## src/rtl/note_sequencer_pkg.sv

```systemverilog
// -----------------------------------------------------------------------------
// note_sequencer_pkg
// Shared definitions for the melody sequencer: FSM state encoding, song
// table entry layout and a helper used to build the constant song table.
// -----------------------------------------------------------------------------
package note_sequencer_pkg;

    localparam int HP_W    = 7;              // half-period field width
    localparam int DUR_W   = 3;              // duration field width (ticks-1)
    localparam int ENTRY_W = HP_W + DUR_W;   // packed table entry width
    localparam int IDX_W   = 6;              // table index width (up to 64)

    // FSM encoding kept as plain constants for compatibility with
    // existing netlists and debug scripts.
    localparam logic [1:0] IDLE = 2'd0;
    localparam logic [1:0] PLAY = 2'd1;
    localparam logic [1:0] GAP  = 2'd2;

    typedef struct packed {
        logic [HP_W-1:0]  hp;    // half-period word, 0 = rest
        logic [DUR_W-1:0] dur;   // note lasts dur+1 tempo ticks
    } song_entry_t;

    function automatic song_entry_t mk_entry(input int unsigned hp_v,
                                             input int unsigned dur_v);
        song_entry_t e;
        e.hp  = hp_v[HP_W-1:0];
        e.dur = dur_v[DUR_W-1:0];
        return e;
    endfunction

endpackage

```

## src/rtl/note_sequencer_rom.sv

```systemverilog
// -----------------------------------------------------------------------------
// note_rom
// Combinational song table lookup. Entries at or beyond SONG_LEN read as 0.
//
// Ports:
//   addr   in  6   table index
//   entry  out 10  {hp[6:0], dur[2:0]} of the addressed entry
// -----------------------------------------------------------------------------
module note_rom
    import note_sequencer_pkg::*;
#(
    parameter int SONG_LEN = 16
) (
    input  logic [IDX_W-1:0] addr,
    output song_entry_t      entry
);

    localparam logic [IDX_W:0] LEN_W = (IDX_W + 1)'(SONG_LEN);

    always_comb begin
        entry = '0;
        if ({1'b0, addr} < LEN_W) begin
            case (addr)
                6'd0:    entry = mk_entry(20, 1);
                6'd1:    entry = mk_entry(0,  0);
                6'd2:    entry = mk_entry(45, 2);
                6'd3:    entry = mk_entry(38, 1);
                6'd4:    entry = mk_entry(34, 1);
                6'd5:    entry = mk_entry(30, 3);
                6'd6:    entry = mk_entry(0,  0);
                6'd7:    entry = mk_entry(30, 1);
                6'd8:    entry = mk_entry(34, 1);
                6'd9:    entry = mk_entry(38, 3);
                6'd10:   entry = mk_entry(0,  0);
                6'd11:   entry = mk_entry(25, 1);
                6'd12:   entry = mk_entry(28, 1);
                6'd13:   entry = mk_entry(30, 1);
                6'd14:   entry = mk_entry(38, 1);
                6'd15:   entry = mk_entry(20, 7);
                default: entry = '0;
            endcase
        end
    end

endmodule

```

## src/rtl/note_sequencer.sv

```systemverilog
// -----------------------------------------------------------------------------
// note_sequencer
// Steps through the constant song table and drives the square-wave
// synthesiser's half-period word and enable. One-shot or looped playback,
// abort, and a one-cycle end-of-song pulse.
//
// Optional feature: define NOTE_SEQ_GAP_EN to insert GAP_TICKS silent ticks
// after every note (articulation). Without it notes play back-to-back.
//
// Ports:
//   clk       in   1  clock
//   rst       in   1  synchronous reset, active-high
//   start     in   1  begin playback from entry 0 (IDLE only)
//   stop      in   1  abort playback, any state
//   loop_en   in   1  wrap to entry 0 after the last entry
//   hp        out  7  half-period word (0 when idle)
//   active    out  1  synthesiser enable
//   note_idx  out  6  current table entry
//   busy      out  1  playback in progress
//   done      out  1  one-cycle pulse at end of a non-looped song
// -----------------------------------------------------------------------------
module note_sequencer
    import note_sequencer_pkg::*;
#(
    parameter int TICK_DIV  = 250000,
    parameter int SONG_LEN  = 16,
    parameter int GAP_TICKS = 1
) (
    input  logic             clk,
    input  logic             rst,
    input  logic             start,
    input  logic             stop,
    input  logic             loop_en,
    output logic [HP_W-1:0]  hp,
    output logic             active,
    output logic [IDX_W-1:0] note_idx,
    output logic             busy,
    output logic             done
);

    if (TICK_DIV < 2 || SONG_LEN < 1 || SONG_LEN > 64 || GAP_TICKS < 1) begin : g_bad_param
        $error("note_sequencer: parameter out of range");
    end

    localparam int               PW       = $clog2(TICK_DIV);
    localparam logic [IDX_W-1:0] LAST_IDX = IDX_W'(SONG_LEN - 1);

    logic [1:0]       state;
    logic             start_pend;   // start accepted, entry 0 loads next edge
    logic [PW-1:0]    presc;
    logic [DUR_W-1:0] tcnt;
    logic [DUR_W-1:0] cur_dur;
    logic             tick;
    logic             note_end;
    logic             advance;
    logic [IDX_W-1:0] next_idx;
    logic [IDX_W-1:0] rom_addr;
    song_entry_t      rom_q;

`ifdef NOTE_SEQ_GAP_EN
    localparam int GW = (GAP_TICKS > 1) ? $clog2(GAP_TICKS) : 1;
    logic [GW-1:0] gap_cnt;
`endif

    note_rom #(
        .SONG_LEN (SONG_LEN)
    ) u_rom (
        .addr  (rom_addr),
        .entry (rom_q)
    );

    always_comb begin
        tick     = (presc == PW'(TICK_DIV - 1));
        next_idx = (note_idx == LAST_IDX) ? '0 : note_idx + 6'd1;
        // In IDLE the only entry ever loaded is entry 0; otherwise the ROM
        // is pre-addressed with the entry that follows the current one.
        rom_addr = (state == IDLE) ? '0 : next_idx;
        note_end = (state == PLAY) && tick && (tcnt == cur_dur);
`ifdef NOTE_SEQ_GAP_EN
        advance  = (state == GAP) && tick && (gap_cnt == GW'(GAP_TICKS - 1));
`else
        advance  = note_end;
`endif
    end

    always_ff @(posedge clk) begin
        if (rst) begin
            state      <= IDLE;
            start_pend <= 1'b0;
            presc      <= '0;
            tcnt       <= '0;
            cur_dur    <= '0;
            hp         <= '0;
            active     <= 1'b0;
            note_idx   <= '0;
            busy       <= 1'b0;
            done       <= 1'b0;
`ifdef NOTE_SEQ_GAP_EN
            gap_cnt    <= '0;
`endif
        end else if (stop) begin
            state      <= IDLE;
            start_pend <= 1'b0;
            presc      <= '0;
            tcnt       <= '0;
            hp         <= '0;
            active     <= 1'b0;
            note_idx   <= '0;
            busy       <= 1'b0;
            done       <= 1'b0;
        end else begin
            done <= 1'b0;

            if (state == IDLE || tick) begin
                presc <= '0;
            end else begin
                presc <= presc + 1'b1;
            end

            if (advance) begin
                if (note_idx != LAST_IDX || loop_en) begin
                    state    <= PLAY;
                    note_idx <= next_idx;
                    hp       <= rom_q.hp;
                    active   <= (rom_q.hp != '0);
                    cur_dur  <= rom_q.dur;
                    tcnt     <= '0;
                end else begin
                    state    <= IDLE;
                    note_idx <= '0;
                    hp       <= '0;
                    active   <= 1'b0;
                    busy     <= 1'b0;
                    done     <= 1'b1;
                    tcnt     <= '0;
                end
            end else begin
                case (state)
                    IDLE: begin
                        if (start_pend) begin
                            start_pend <= 1'b0;
                            state      <= PLAY;
                            note_idx   <= '0;
                            hp         <= rom_q.hp;
                            active     <= (rom_q.hp != '0);
                            cur_dur    <= rom_q.dur;
                            busy       <= 1'b1;
                            tcnt       <= '0;
                        end else if (start) begin
                            start_pend <= 1'b1;
                        end
                    end
                    PLAY: begin
                        if (tick) begin
`ifdef NOTE_SEQ_GAP_EN
                            if (note_end) begin
                                // hp is held so the synthesiser word stays stable
                                state   <= GAP;
                                active  <= 1'b0;
                                gap_cnt <= '0;
                                tcnt    <= '0;
                            end else begin
                                tcnt <= tcnt + 3'd1;
                            end
`else
                            tcnt <= tcnt + 3'd1;
`endif
                        end
                    end
`ifdef NOTE_SEQ_GAP_EN
                    GAP: begin
                        if (tick) begin
                            gap_cnt <= gap_cnt + 1'b1;
                        end
                    end
`endif
                    default: state <= IDLE;
                endcase
            end
        end
    end

endmodule

```

## config.mk

```make
export PLATFORM = sky130hd
export DESIGN_NAME = note_sequencer
export DESIGN_NICKNAME = d
export VERILOG_FILES = /design/src/rtl/note_sequencer_pkg.sv /design/src/rtl/note_sequencer_rom.sv /design/src/rtl/note_sequencer.sv
export SDC_FILE = /design/constraint.sdc
export NUM_CORES = 1
export LEC_CHECK = 0
export CAP_MARGIN = 0
export CORE_MARGIN = 1
export CORE_UTILIZATION = 60
export DETAILED_ROUTE_END_ITERATION = 7
export PLACE_DENSITY = 0.8
export SETUP_SLACK_MARGIN = 0.2
export SLEW_MARGIN = 20
export SYNTH_ARGS = -nofsm -noshare
export SYNTH_HDL_FRONTEND = slang
export SYNTH_SLANG_ARGS = --single-unit
```

## constraint.sdc

```tcl
create_clock -name clk -period 3.7 [get_ports clk]
set_input_delay 0.37 -clock clk [delete_from_list [all_inputs] [get_ports clk]]
set_output_delay 0.37 -clock clk [all_outputs]
set_load 0.02 [all_outputs]
```

== Word level (Yosys, flattened, before mapping) ==
Memories as Yosys holds them, arrays and structs flattened.
Index checks and enable logic that the tools add are counted.
Operators by class
  add/sub/neg operators: 3
  multipliers: 0
  div/mod/pow operators: 0
  magnitude comparators: 1
  eq/ne operators: 11
  shifts and indexed selects: 0
  multiplexer cells: 34
  bitwise gates (word level): 2
  reduce and logical (&&, ||, !) cells: 20
Operators by type and width (count)
  2-to-1 mux 6 bit: 6
  2-to-1 mux 7 bit: 4
  2-to-1 mux 10 bit: 2
  adder 18 x 1 -> 18 bit (second input constant): 1
  == test 18 bit (second input constant): 1
  2-to-1 mux 3 bit: 6
  2-to-1 mux 1 bit: 12
  OR reduction 3 bit: 3
  inequality test 2 bit (second input constant): 4
  nonzero test 7 bit: 1
  adder 6 x 1 -> 6 bit (second input constant): 1
  == test 6 x 4 -> 1 bit (second input constant): 1
  less-than comparator 6 x 5 -> 1 bit (second input constant): 1
  inequality test 6 x 4 -> 1 bit (second input constant): 1
  one-hot mux 3 bit (2 select lines): 1
  AND reduction 2 bit: 3
  AND reduction 3 bit: 2
  nonzero test 2 bit: 3
  logical NOT 2 bit: 2
  2-to-1 mux 2 bit: 2
  one-hot mux 2 bit (2 select lines): 1
  AND reduction 4 bit: 1
  adder 3 x 1 -> 3 bit (second input constant): 1
  == test 3 bit: 1
  7 further kinds: 10
Word-level totals
  flip-flop bits (word level): 43
  bits in latches: 0
  RAM bits: 0
  bits in read-only memories: 144
  bits of input ports: 5
  output and inout port bits: 16
  word-level logic and storage cells: 82
  memories: 1
Memories
  (name not given): depth 16, bits a word 9, read ports 1, clocked after Yosys merged registers in 0, wr ports 0, RTL line note_sequencer_rom.sv:23  | case (addr)

== Longest topological paths before layout ==
  depth after elaboration: 10
  depth in mapped cells: 10
  mapped depth without buffers: 9

== Hierarchy ==
Synthesis repeated with hierarchy kept, for this count alone.
Unflattened totals
  cell total of the unflattened synthesis: 291
  area total of the unflattened synthesis: 2371.0 µm²
By module, submodules not included
  note_sequencer: instances 1, cells an instance 242, area an instance 2020.7 µm², sequential area each 840.8 µm²
  note_rom: instances 1, cells an instance 49, area an instance 350.3 µm², sequential area each 0.0 µm²

== Least setup slack after synthesis ==
No wires, ideal clock.
  kind: reg2reg
  start point: register note_idx[0]
  end point: register hp[1]
  library setup time: 0.117 ns
  data arrival time: 2.151 ns
  data required time: 3.583 ns
  setup slack: 1.432 ns
  cell stages (with the launch flop): 8
  buffers on the path: 1
  period minus slack after synthesis: 2.268 ns
  path through: dfxtp_1 -> buf_2 -> nand3_1 -> xor2_1 -> nor3_1 -> mux2_2 -> a22oi_1 -> nor2_1
On the way
  word-level cells in the longest chain between the ends: 9
  elaborated cells on any way between the ends: 15
  classes of those cells: 1 x add/sub; 1 x order compare; 2 x eq/ne; 8 x mux; 2 x reduce/logical; 1 x memory
Ends and longest elaborated chain
  from (decl): RTL line note_sequencer.sv:36  | output logic [IDX_W-1:0] note_idx,
  from (signal assigned): RTL line note_sequencer.sv:123  | note_idx <= next_idx;
  adder 6 x 1 -> 6 bit / == test 6 x 4 -> 1 bit (equally long branches): RTL line note_sequencer.sv:74  | next_idx = (note_idx == LAST_IDX) ? '0 : note_idx + 6'd1;
  2-to-1 mux 6 bit: RTL line note_sequencer.sv:74
  2-to-1 mux 6 bit: RTL line note_sequencer.sv:77  | rom_addr = (state == IDLE) ? '0 : next_idx;
  memory read (16 x 9 bit) / logical NOT 2 bit (equally long branches)
  2-to-1 mux 10 bit: RTL line note_sequencer_rom.sv:23
  2-to-1 mux 10 bit: RTL line note_sequencer_rom.sv:22  | if ({1'b0, addr} < LEN_W) begin
  2-to-1 mux 7 bit: RTL line note_sequencer.sv:140  | if (start_pend) begin
  2-to-1 mux 7 bit: RTL line note_sequencer.sv:138  | case (state)
  2-to-1 mux 7 bit (*): RTL line note_sequencer.sv:120  | if (advance) begin
  to (signal assigned): RTL line note_sequencer.sv:124  | hp <= rom_q.hp;
  to (signal assigned): RTL line note_sequencer.sv:144  | hp <= rom_q.hp;
  to (decl): RTL line note_sequencer.sv:34  | output logic [HP_W-1:0] hp,
Every way passes the cells marked *; elsewhere a longest branch is shown, timed or not. The select of a mux whose other input is x is not followed.
A chain may end at the register's enable or synchronous reset.

== Final worst setup path ==
  start point: register note_idx[0]
  end point: register active
On the way
  word-level cells in the longest chain between the ends: 10
  elaborated cells on any way between the ends: 16
  classes of those cells: 1 x add/sub; 1 x order compare; 2 x eq/ne; 8 x mux; 3 x reduce/logical; 1 x memory
Ends and longest elaborated chain
  adder 6 x 1 -> 6 bit / == test 6 x 4 -> 1 bit (equally long branches): RTL line note_sequencer.sv:74
  2-to-1 mux 6 bit: RTL line note_sequencer.sv:74
  2-to-1 mux 6 bit: RTL line note_sequencer.sv:77
  memory read (16 x 9 bit) / logical NOT 2 bit (equally long branches)
  2-to-1 mux 10 bit: RTL line note_sequencer_rom.sv:23
  2-to-1 mux 10 bit: RTL line note_sequencer_rom.sv:22
  nonzero test 7 bit: RTL line note_sequencer.sv:125, note_sequencer.sv:145
  2-to-1 mux 1 bit: RTL line note_sequencer.sv:140
  2-to-1 mux 1 bit: RTL line note_sequencer.sv:138
  2-to-1 mux 1 bit (*): RTL line note_sequencer.sv:120
  to (signal assigned): RTL line note_sequencer.sv:125  | active <= (rom_q.hp != '0);
  to (signal assigned): RTL line note_sequencer.sv:145  | active <= (rom_q.hp != '0);
  to (decl): RTL line note_sequencer.sv:35  | output logic active,
Marked as above.

==> summary.txt <==
status = finished, final reports clean
row cnt = 22
total gr overflow = 0
VDD IR max = 210 uV
initial antenna violation count = 0
FF+latch area = 821 um^2
TritonCTS clock tree = built
Multi-input gate area = 1410 um^2
largest net degree at the start of global routing = 22
most common cell in the netlist = nor2_1
drt pass-1 iters = 5
total negative slack = 0 ps
fin cells = 348
Routed wire per std cell = 14.2 um
via/cell ratio = 5.93
multiplexer share of the synthesized area = 0.0269
unrepaired setup endpoints after global routing = no
yosys warns = 0
Remaining DRCs = 0
critical path data arrival time = 2860 ps
post-detail-place hpwl = 3.57 mm
Initial Utilization = 0.630
clk sinks = 41
Yosys top cell by area = dfxtp_1
cell leakage power = 0.819 nW
I/O Buffers = 19
top cells by area, synth = dfxtp_1 (35%), nor2_1 (6.8%), ha_1 (4.8%)
register area share after synthesis = 0.353
Post-CTS Resized = 0
number of global-route vias before repair = 1816
Max-Cap Viols = 0
Final ANT Viol Nets = 0
Max Slew Vio Count = 0
Synth Area in Simple Gates = 0.310
reg2reg end = active$_SDFFE_PP0P_
total wire length = 4.95 mm
reg2reg path depth = 7
All-Layer GR Usage = 0.264
Worst-Margin Slew = 891 ps
1st-iter DRT viols = 130
DIE AREA = 4130 um^2
largest family of logic cells by synthesized area = simple AND/OR/NAND/NOR gates
vias = 2064
ys flop type = dfxtp_1
Worst R2R Setup Slack = 1060 ps
Tcrit/Tclk final = 0.715
Chip Width = 64.2 um
hold bufs inserted after CTS = 0
# H-tree levels = 2
clk_skew = 6.09 ps
post-synth cell types = 50
Yosys top cell area share = 0.353
critical path capture point = active$_SDFFE_PP0P_
min-delay worst type = reg2reg
Slew HR = 0.402
syn_nets = 298
clock tree root driver cell = clkbuf_8
Hold Path Origin = presc[0]$_SDFF_PP0_
Post-Synth Adder-Cell Area = 0.0484
clock latency on the worst-skew pair = 300 ps
final hold violations = 0
Worst setup startpoint = note_idx[0]$_SDFFE_PP0P_
area of the core = 3690 um^2
post-CTS setup buffers = 0
XOR/XNOR Fraction of Synth Area = 0.0867
Worst-path clk slew = 80 ps
startpoint types = register
Post-synth ARST share = 0
first-pass GRT wire length = 8.34 mm
cell area after synthesis = 2320 um^2
Setup crit end kind = register
# IOs = 21
layout cells sized above 1 = 0.0767
r2r startpoint = note_idx[0]$_SDFFE_PP0P_
Nets = 313
RePlAce Congestion = 0.916
Final setup viols = 0
Area Growth Syn to Fin = 11.7%
post-layout util = 0.704
CTS Buf Count = 5
syn avg cell area = 8.19 um^2
crit-path max FO = 11
Die H = 64.2 um
#FFs+latches synth = 41
synthesized instance count = 284
Worst Path Class, Setup = reg2reg
WP data required = 3920 ps
Worst Hold Slack = 457 ps
Inst Count DP = 340
most common library cells after synthesis = nor2_1 (42), dfxtp_1 (41), nand2_1 (26)
Fmax = 378 MHz
EDFF count, synth = 0
complex-gate fraction of the synthesized area = 0.131
min Tclk post-route = 2640 ps
Fill cells = 324
CTS max path bufs = 2
pwr/cell area = 295 nW/um^2
# diodes = 0
final cells by class:
cell class,count,area share
flip-flops and latches,41,0.316
clock buffers,5,0.0265
multi-input cells,223,0.541
inverters,9,0.0130
clock inverters,3,0.00675
repair buffers,19,0.0733
well taps,48,0.0231
state kept, by name, summed over array words and instances (netlist names):
signal      cells
active          1
busy            1
cur_dur         3
done            1
hp              6
note_idx        6
presc          18
start_pend      1
state           1
tcnt            3
power by group:
part           switching [mW]  internal [mW]
sequential            0.00228          0.443
clock                   0.158          0.130
combinational          0.0206         0.0120
through the flow:
step,total power [mW],instance area (um^2),setup slack (ps)
after floorplan,0.479,2320,1430
after global placement,0.488,2510,1240
after detailed placement,0.488,2510,1130
after CTS,0.776,2600,1110
after global routing,0.794,2600,783
final,0.766,2600,1060
per-layer routing:
metal	part of all wire	GRT usage
met5	0	0
met1	0.47	0.350
met3	0.056	0.0518
met2	0.45	0.405
met4	0.021	0.131
critical path, stage by stage, from the launching register on:
cell	delay, ps
dfxtp_1	520
ha_1	350
xor2_1	630
nand2_1	230
mux2_2	320
mux2i_1	200
nor3_1	80
a311oi_1	240
worst min-delay path by stage:
stage	end	cells after the start
finish	presc[0]$_SDFF_PP0_	1
global route	presc[0]$_SDFF_PP0_	1
floorplan	presc[0]$_SDFF_PP0_	1
CTS	presc[0]$_SDFF_PP0_	1
global placement	presc[0]$_SDFF_PP0_	1
detailed placement	presc[0]$_SDFF_PP0_	1
layout by cell type (no fill, tap or decap), types with 2 or more instances in the layout:
master and n:
nor2_1 42, dfxtp_1 41, nand2_1 26, clkdlybuf4s50_1 19
nand3_1 17, a21oi_1 16, xor2_1 12, nor3_1 11
xnor2_1 11, inv_1 9, ha_1 9, nand4_1 7
and3_1 6, o21ai_0 6, nor4_1 5, or3_1 5
clkbuf_8 5, mux2i_1 4, a22oi_1 4, nand2b_1 3
o32ai_1 3, nor2b_1 2, nor4_4 2, a211oi_2 2
a31oi_1 2, o211ai_1 2, mux2_2 2, a311oi_1 2
nand3b_1 2, o21ai_1 2, clkinv_2 2
cell families (layout without fill, tap and decap cells):
group,Yosys count,count (layout)
fa+ha+maj,9,9
other cells,1,1
xor+xnor,23,23
mux,6,6
flops,41,41
simple gates,138,138
buf+inv,20,36
compound gates,46,46
Power figures use the tool's default switching activity.
